[config.mk]
export PLATFORM = sky130hd
export DESIGN_NAME = fuzzy_numerador_scheduler
export DESIGN_NICKNAME = d
export VERILOG_FILES = /design/src/rtl/fuzzy_pkg.sv /design/src/rtl/fuzzy_mult_k.sv /design/src/rtl/fuzzy_numerador_scheduler.sv
export SDC_FILE = /design/constraint.sdc
export NUM_CORES = 1
export LEC_CHECK = 0
export ABC_AREA = 1
export CORE_MARGIN = 4
export CORE_UTILIZATION = 50
export DETAILED_ROUTE_END_ITERATION = 8
export PLACE_DENSITY = 0.84
export SETUP_SLACK_MARGIN = 0.3
export SLEW_MARGIN = 10
export SYNTH_ARGS = -nofsm -noshare
export SYNTH_HDL_FRONTEND = slang
export SYNTH_SLANG_ARGS = --single-unit
[constraint.sdc]
create_clock -name clk -period 4.6 [get_ports clk]
set_input_delay 0.92 -clock clk [delete_from_list [all_inputs] [get_ports clk]]
set_output_delay 0.92 -clock clk [all_outputs]
set_load 0.03 [all_outputs]
[src/rtl/fuzzy_pkg.sv]
// Shared constants, FSM state encoding and round-robin pick for the fuzzy numerator scheduler.
package fuzzy_pkg;

  localparam int N_REQ = 4;
  localparam int W = 32;
  localparam int KW = 8;
  localparam logic [KW-1:0] K = 8'd100;
  localparam int IDW = $clog2(N_REQ);

  typedef enum logic [1:0] {
    IDLE = 2'd0,
    MUL1 = 2'd1,
    MUL2 = 2'd2,
    OUT  = 2'd3
  } state_t;

  // First requester strictly after 'last', wrapping; returns 'last' when nobody requests.
  function automatic logic [IDW-1:0] rr_pick(input logic [N_REQ-1:0] req,
                                             input logic [IDW-1:0] last);
    logic [IDW-1:0] pick;
    logic [IDW-1:0] idx_b;
    logic           found;
    int             idx;
    pick  = last;
    found = 1'b0;
    for (int off = 1; off <= N_REQ; off++) begin
      idx   = (int'(last) + off) % N_REQ;
      idx_b = IDW'(idx);
      if (!found && req[idx_b]) begin
        pick  = idx_b;
        found = 1'b1;
      end
    end
    return pick;
  endfunction

endpackage

[src/rtl/fuzzy_mult_k.sv]
// Combinational W x KW multiply by the constant K with overflow flag.
// MULT_SAT_EN defined: overflowing results saturate to all ones; otherwise they wrap mod 2^W.
module fuzzy_mult_k #(
  parameter int W = fuzzy_pkg::W,
  parameter int KW = fuzzy_pkg::KW,
  parameter logic [KW-1:0] K = fuzzy_pkg::K
) (
  input  logic [W-1:0] a,
  output logic [W-1:0] p,
  output logic         ovf
);

  logic [W+KW-1:0] prod;

  assign prod = {{KW{1'b0}}, a} * {{W{1'b0}}, K};
  assign ovf  = |prod[W+KW-1:W];

`ifdef MULT_SAT_EN
  assign p = ovf ? {W{1'b1}} : prod[W-1:0];
`else
  assign p = prod[W-1:0];
`endif

endmodule

[src/rtl/fuzzy_numerador_scheduler.sv]
// Round-robin scheduler sharing one multiply-by-K unit among N_REQ membership units.
// Build option MULT_SAT_EN (in fuzzy_mult_k) selects saturation instead of wrap on overflow.
//
// state | meaning
// IDLE  | arbitrate; combinational gnt pulse, latch operands of the winner
// MUL1  | register num1*K
// MUL2  | register num2*K, raise res_valid
// OUT   | hold result until res_ready
module fuzzy_numerador_scheduler #(
  parameter int N_REQ = fuzzy_pkg::N_REQ,
  parameter int W = fuzzy_pkg::W,
  parameter int KW = fuzzy_pkg::KW,
  parameter logic [KW-1:0] K = fuzzy_pkg::K
) (
  input  logic                       clk,
  input  logic                       rst_n,
  input  logic [N_REQ-1:0]           req,
  input  logic [N_REQ*W-1:0]         num1_in,
  input  logic [N_REQ*W-1:0]         num2_in,
  output logic [N_REQ-1:0]           gnt,
  output logic                       busy,
  output logic                       res_valid,
  input  logic                       res_ready,
  output logic [$clog2(N_REQ)-1:0]   res_id,
  output logic [W-1:0]               num1_mult,
  output logic [W-1:0]               num2_mult,
  output logic                       ovf
);

  import fuzzy_pkg::state_t;
  import fuzzy_pkg::IDLE;
  import fuzzy_pkg::MUL1;
  import fuzzy_pkg::MUL2;
  import fuzzy_pkg::OUT;
  import fuzzy_pkg::rr_pick;

  localparam int IDW = $clog2(N_REQ);

  state_t         state;
  logic [IDW-1:0] last;
  logic [IDW-1:0] pick;
  logic [W-1:0]   op1;
  logic [W-1:0]   op2;
  logic [W-1:0]   mul_a;
  logic [W-1:0]   mul_p;
  logic           mul_ovf;
  logic [W-1:0]   num1_arr [N_REQ];
  logic [W-1:0]   num2_arr [N_REQ];

  for (genvar g = 0; g < N_REQ; g++) begin : g_unpack
    assign num1_arr[g] = num1_in[g*W +: W];
    assign num2_arr[g] = num2_in[g*W +: W];
  end

  assign pick  = rr_pick(req, last);
  assign busy  = (state != IDLE);
  assign mul_a = (state == MUL2) ? op2 : op1;

  // Grant is decided in the IDLE cycle itself; held off while reset is asserted.
  always_comb begin
    gnt = '0;
    if (rst_n && (state == IDLE) && (|req)) gnt[pick] = 1'b1;
  end

  fuzzy_mult_k #(
    .W  (W),
    .KW (KW),
    .K  (K)
  ) u_mult (
    .a   (mul_a),
    .p   (mul_p),
    .ovf (mul_ovf)
  );

  always_ff @(posedge clk or negedge rst_n) begin
    if (!rst_n) begin
      state     <= IDLE;
      last      <= IDW'(N_REQ - 1);
      op1       <= '0;
      op2       <= '0;
      res_id    <= '0;
      num1_mult <= '0;
      num2_mult <= '0;
      ovf       <= 1'b0;
      res_valid <= 1'b0;
    end else begin
      case (state)
        IDLE: begin
          if (|req) begin
            op1    <= num1_arr[pick];
            op2    <= num2_arr[pick];
            res_id <= pick;
            last   <= pick;
            ovf    <= 1'b0;
            state  <= MUL1;
          end
        end
        MUL1: begin
          num1_mult <= mul_p;
          ovf       <= mul_ovf;
          state     <= MUL2;
        end
        MUL2: begin
          num2_mult <= mul_p;
          ovf       <= ovf | mul_ovf;
          res_valid <= 1'b1;
          state     <= OUT;
        end
        OUT: begin
          if (res_ready) begin
            res_valid <= 1'b0;
            state     <= IDLE;
          end
        end
        default: state <= IDLE;
      endcase
    end
  end

endmodule

Word-level counts from Yosys, hierarchy flattened
Index checks and enable logic that the tools add are counted.
- register bits: 132
- bits of input ports: 263
- output and inout port bits: 73
- word-level logic and storage cells: 79
- add/subtract/negate cells: 4
- multiply operators: 1
- order comparisons: 7
- equal/unequal tests: 5
- mux-type cells: 32
- bitwise operators: 2
- reduce and logical (&&, ||, !) cells: 19
- operators by type and width (cell ; count):
    32-bit 2-to-1 mux ; 5
    32-bit binary-select mux with 2-bit select ; 2
    32-bit by 5-bit multiplier with 37-bit output, second input constant ; 1
    2-bit by 3-bit less-than comparator with 1-bit output, second input constant ; 5
    2-bit 2-to-1 mux ; 6
    1-bit 2-to-1 mux ; 10
    1-bit binary-select mux with 2-bit select ; 4
    2-bit case mux with 4 select lines ; 1
    2-bit AND reduction ; 4
    7-bit OR reduction ; 1
    1-bit logical AND ; 6
    2-bit by 1-bit adder with 2-bit output, second input constant ; 2
    2-bit adder, second input constant ; 2
    2-bit == test, second input constant ; 2
    4-bit 2-to-1 mux ; 1
    2-bit nonzero test ; 2
    4-bit OR reduction ; 1
    3-bit >= comparator, second input constant ; 1
    1-bit zero test ; 3
    2-bit NOT with 3-bit output ; 1
    1-bit case mux with 3 select lines ; 1
    3-bit nonzero test ; 1
    1-bit demux with 2-bit select ; 1
    2-bit by 1-bit == test with 1-bit output, second input constant ; 1
    other kinds (6) ; 6

Depth between registers and ports, before layout
- depth after elaboration: 18
- depth in mapped cells: 28
- mapped depth without buffers: 27

Cells and area by module
From an unflattened synthesis, not the netlist that was laid out.
- cells, all modules: 1733
- area total of the unflattened synthesis: 12130.4 um^2
- by module, submodules not included (module ; times used ; cells an instance ; area an instance (um^2) ; seq. area each (um^2)):
    fuzzy_numerador_scheduler ; 1 ; 1133 ; 8175.3 ; 3405.8
    fuzzy_mult_k ; 1 ; 600 ; 3955.0 ; 0.0

Least setup slack after synthesis
No wires, ideal clock.
- path type: register to register
- start: reg state[0]
- end: reg num1_mult[27]
- data arrival time: 4.077 ns
- data required time: 4.482 ns
- slack: 0.405 ns
- cell stages (with the launch flop): 26
- path buffers: 2
- period minus slack after synthesis: 4.195 ns
- cell sequence: dfrtp_1 -> inv_1 -> ha_1 -> inv_1 -> clkbuf_1 -> clkbuf_1 -> nand2_1 -> nand2_1 -> ha_1 -> ha_1 -> ha_1 -> xor2_1 -> ha_1 -> a21oi_1 -> nand2_1 -> nand2_1 -> nand2_1 -> nand2_1 -> nand2_1 -> nand2_1 -> nand3_1 -> nand2_1 -> nand2_1 -> or2_2 -> nand3_1 -> nand2_1
- word-level cells in the longest chain between the ends: 3
- ends and longest elaborated chain (item ; RTL line ; source):
    start, declared ; fuzzy_numerador_scheduler.sv:39 ; state_t state;
    start signal, assigned ; fuzzy_numerador_scheduler.sv:77 ; state <= IDLE;
    start signal, assigned ; fuzzy_numerador_scheduler.sv:95 ; state <= MUL1;
    start signal, assigned ; fuzzy_numerador_scheduler.sv:101 ; state <= MUL2;
    2-bit == test ; fuzzy_numerador_scheduler.sv:57 ; assign mul_a = (state == MUL2) ? op2 : op1;
    32-bit 2-to-1 mux ; fuzzy_numerador_scheduler.sv:57 ;
    32-bit by 5-bit multiplier with 37-bit output ; fuzzy_mult_k.sv:15 ; assign prod = {{KW{1'b0}}, a} * {{W{1'b0}}, K};
    end signal, assigned ; fuzzy_numerador_scheduler.sv:99 ; num1_mult <= mul_p;
    end, declared ; fuzzy_numerador_scheduler.sv:25 ; output logic [W-1:0] num1_mult,
Parallel ways exist; a longest one is shown, timed or not.
A chain may end at the register's enable or synchronous reset.

Worst setup path after layout
- start: reg state[0]
- end: reg num2_mult[30]
- word-level cells in the longest chain between the ends: 3
- ends and longest elaborated chain (item ; RTL line ; source):
    2-bit == test * ; fuzzy_numerador_scheduler.sv:57, fuzzy_numerador_scheduler.sv:87 ;
    32-bit 2-to-1 mux ; fuzzy_numerador_scheduler.sv:57 ;
    32-bit by 5-bit multiplier with 37-bit output ; fuzzy_mult_k.sv:15 ;
    end signal, assigned ; fuzzy_numerador_scheduler.sv:104 ; num2_mult <= mul_p;
    end, declared ; fuzzy_numerador_scheduler.sv:26 ; output logic [W-1:0] num2_mult,
Every way passes the cells marked *; elsewhere a longest branch is shown, timed or not.

==> run metrics <==
upper clock frequency limit 237 MHz; count of final max-slew check failures 0; leading cell type in the layout, fill and taps excluded sky130_fd_sc_hd__nand2_1; cell family contributing the most delay on the critical path adder cells; number of storage elements in the synthesis netlist 132; area overhead of the layout relative to synthesis 36.3%; result of the run finished clean; cts-stage hold buffer count 0; instance area at placement 0.0157 mm²; Synth Cell Area 0.0122 mm²; worst min-delay path class flop to flop; grt total ovfl 0; Post-DRT Antenna Nets 0; final weighted congestion in routability-driven placement 0.969; post-synthesis share of cell area spent on xor and xnor gates 2.01%; transition time at the pin with the least slew margin 915 ps; Detailed Place HPWL 30,600 µm; highest net fanout along the worst path 31; fin worst setup slack 388 ps; Setup TNS 0 ps; category of the critical setup timing path flop to flop; initial cell density of the core 51.3%; Synth Area in Compound Gates 5.51%; most frequent cells in the layout sky130_fd_sc_hd__nand2_1, sky130_fd_sc_hd__clkdlybuf4s50_1, sky130_fd_sc_hd__inv_1; pin count of the biggest net entering global routing 75; io pins 336; latest clock arrival within the worst-skew pair 420 ps; number of vias per cell after detailed routing 5.03; post-synthesis sequential area ratio 27.1%; # port buffers 331; fraction of layout cells with a size suffix above 1 6.18%; die height 164 µm; via count 13,200; overall die area 0.0269 mm²; pre-CTS worst setup slack 115 ps; number of cell rows 56; Cells after Synth 1,983; number of buffers created by CTS 17; TritonCTS clock tree yes; nets 2,682; Data arrival, critical path 4480 ps; clock-pin slew of the registers on the worst-case setup and hold paths 60 ps; Final min period 4210 ps; Yosys Warn Count 0; most common cell type on the critical path sky130_fd_sc_hd__nand2_1; number of endpoints failing setup at the final stage 0; GRT Overall Usage 28.6%; buffering stage count on the worst path with inverters included 5; Initial DRC Count 1,062; number of hold-slack violations in the final timing report 0; Critical Path Start Type flop; vias in the first global route 12,700; core footprint 0.0238 mm²; Netlist cell types 36; period utilisation layout 91.6%; post-synthesis share of cell area spent on full adders, half adders and majority gates 15.2%; count of max-cap constraint violations 0; number of detailed-route iterations in the first pass 5; cell at the root of the clock tree sky130_fd_sc_hd__clkbuf_16; library cell contributing the largest single delay on the critical path sky130_fd_sc_hd__fa_1; remaining max-slew budget at the tightest pin 39.0%; total length of routed wires 38,900 µm; antenna violations before repair 3; required arrival time at the worst endpoint 4870 ps; Design Area, Final 0.0166 mm²; synthesized-area fraction occupied by and/or/nand/nor cells 39.0%; total DRC errors in the routed layout 0; die span in x 164 µm; wire length of the first global-routing pass 62,200 µm; mux contribution to synthesized area 0%; per-cell routed wire length 14.9 µm; main combinational cell family by area after synthesis simple AND/OR/NAND/NOR gates; mean instance size in the synthesized netlist 6.15 µm²; delay of the slowest cell on the worst path 490 ps; H-tree lvl count 4; Setup Skew 8.96 ps; type of destination of the critical path flop; Critical Path, Cell by Cell inv_2 > ha_4 > buf_12 > nand2_1 > o21ai_1 > ha_1 > ha_1 > inv_1 > fa_1 > inv_1 > ha_1 > nand2_1 > nand2_1 > nand2_1 > nand2_1 > a21oi_1 > nand2_2 > a31oi_4 > xor2_2 > buf_4 > o21ai_0; RSZ-0062 raised after global routing yes; number of clock sinks seen by CTS 132; deepest clock path buffer count 2
-- tightest hold or removal path, stage by stage, from the launching register on --
cell and delay, ps:
sky130_fd_sc_hd__dfrtp_1 340, sky130_fd_sc_hd__nand2_1 60, sky130_fd_sc_hd__nand2_1 50
-- Yosys cell counts, drive strengths merged --
| library cell | n | area share (%) |
|---|---|---|
| nand2 | 1133 | 35 |
| inv | 239 | 7.4 |
| dfrtp | 130 | 27 |
| ha | 110 | 11 |
| o21ai | 89 | 3.7 |
| nor2 | 51 | 1.6 |
| buf | 42 | 2.5 |
| clkbuf | 39 | 1.2 |
| nand3 | 27 | 1.1 |
| fa | 24 | 3.9 |
| a21oi | 23 | 0.94 |
| xnor2 | 15 | 1.1 |
| xor2 | 13 | 0.93 |
| nor3 | 11 | 0.45 |
| or2 | 9 | 0.46 |
| a31oi | 8 | 0.41 |
| a21o | 4 | 0.25 |
| nor4 | 3 | 0.15 |
| and2 | 2 | 0.10 |
| dfstp | 2 | 0.43 |
| nand4 | 2 | 0.10 |
| a211oi | 1 | 0.062 |
| clkinv | 1 | 0.031 |
| conb | 1 | 0.031 |
| nand3b | 1 | 0.062 |
| o211ai | 1 | 0.062 |
| o21bai | 1 | 0.062 |
| o2bb2ai | 1 | 0.072 |
-- worst paths after layout --
kind,from,depth (start not counted),slack (ps),end
worst max-delay path,state[0],21,390,num2_mult[30]
worst min-delay path,num1_mult[6],2,470,num1_mult[6]
worst max register to register,state[0],21,390,num2_mult[30]
worst min register to register,num1_mult[6],2,470,num1_mult[6]
max in group asynchronous,rst_n,3,2570,state[1]
min in group asynchronous,rst_n,2,630,num2_mult[5]
-- kinds of logic after synthesis --
| logic type | after synthesis |
|---|---|
| xor+xnor | 28 |
| flops | 132 |
| other cells | 1 |
| simple gates | 1239 |
| compound gates | 128 |
| fa+ha+maj | 134 |
| buf+inv | 321 |
-- layout make-up --
type	instances	area, µm²
inverter	240	906
timing repair buffer	361	3600
multi-input combinational	1533	7810
clock buffer	21	460
tap	319	399
fill	1957	7140
sequential	132	3310
antenna	3	7.51
clock inverter	11	126
-- per-stage QoR --
stage | cells | utilization, % | hold slack, ps
final | 2620 | 69.9 | 475
after global routing | 2620 | 69.9 | 500
after CTS | 2610 | 68.8 | 477
after detailed placement | 2576 | 65.9 | 462
after global placement | 2576 | 65.9 | 456
after floorplan | 1986 | - | 441
-- metal layers --
metal | global-route usage, % | up-vias | share of wire (%)
li1 | - | 6585 | -
met5 | 0 | - | 0
met4 | 10.6 | 0 | 3.4
met3 | 4.82 | 77 | 6.8
met1 | 36.2 | 6023 | 41
met2 | 49.1 | 499 | 49
-- registers in the layout, summed over array words and instances, names as in the netlist --
register	cells
last	2
state	2
num2_mult	30
op2	32
res_id	2
op1	32
num1_mult	30
res_valid	1
ovf	1
-- repair_timing --
action	4_1_cts	5_1_grt
buffers inserted	1	7
cloned	1	0
setup endpoints to repair	5	22
gates resized for setup	14	69
pin swaps	2	5
Power is left out: the tool's default activity adds up to more than one toggle a clock period on the data nets, which glitch-free logic cannot reach.
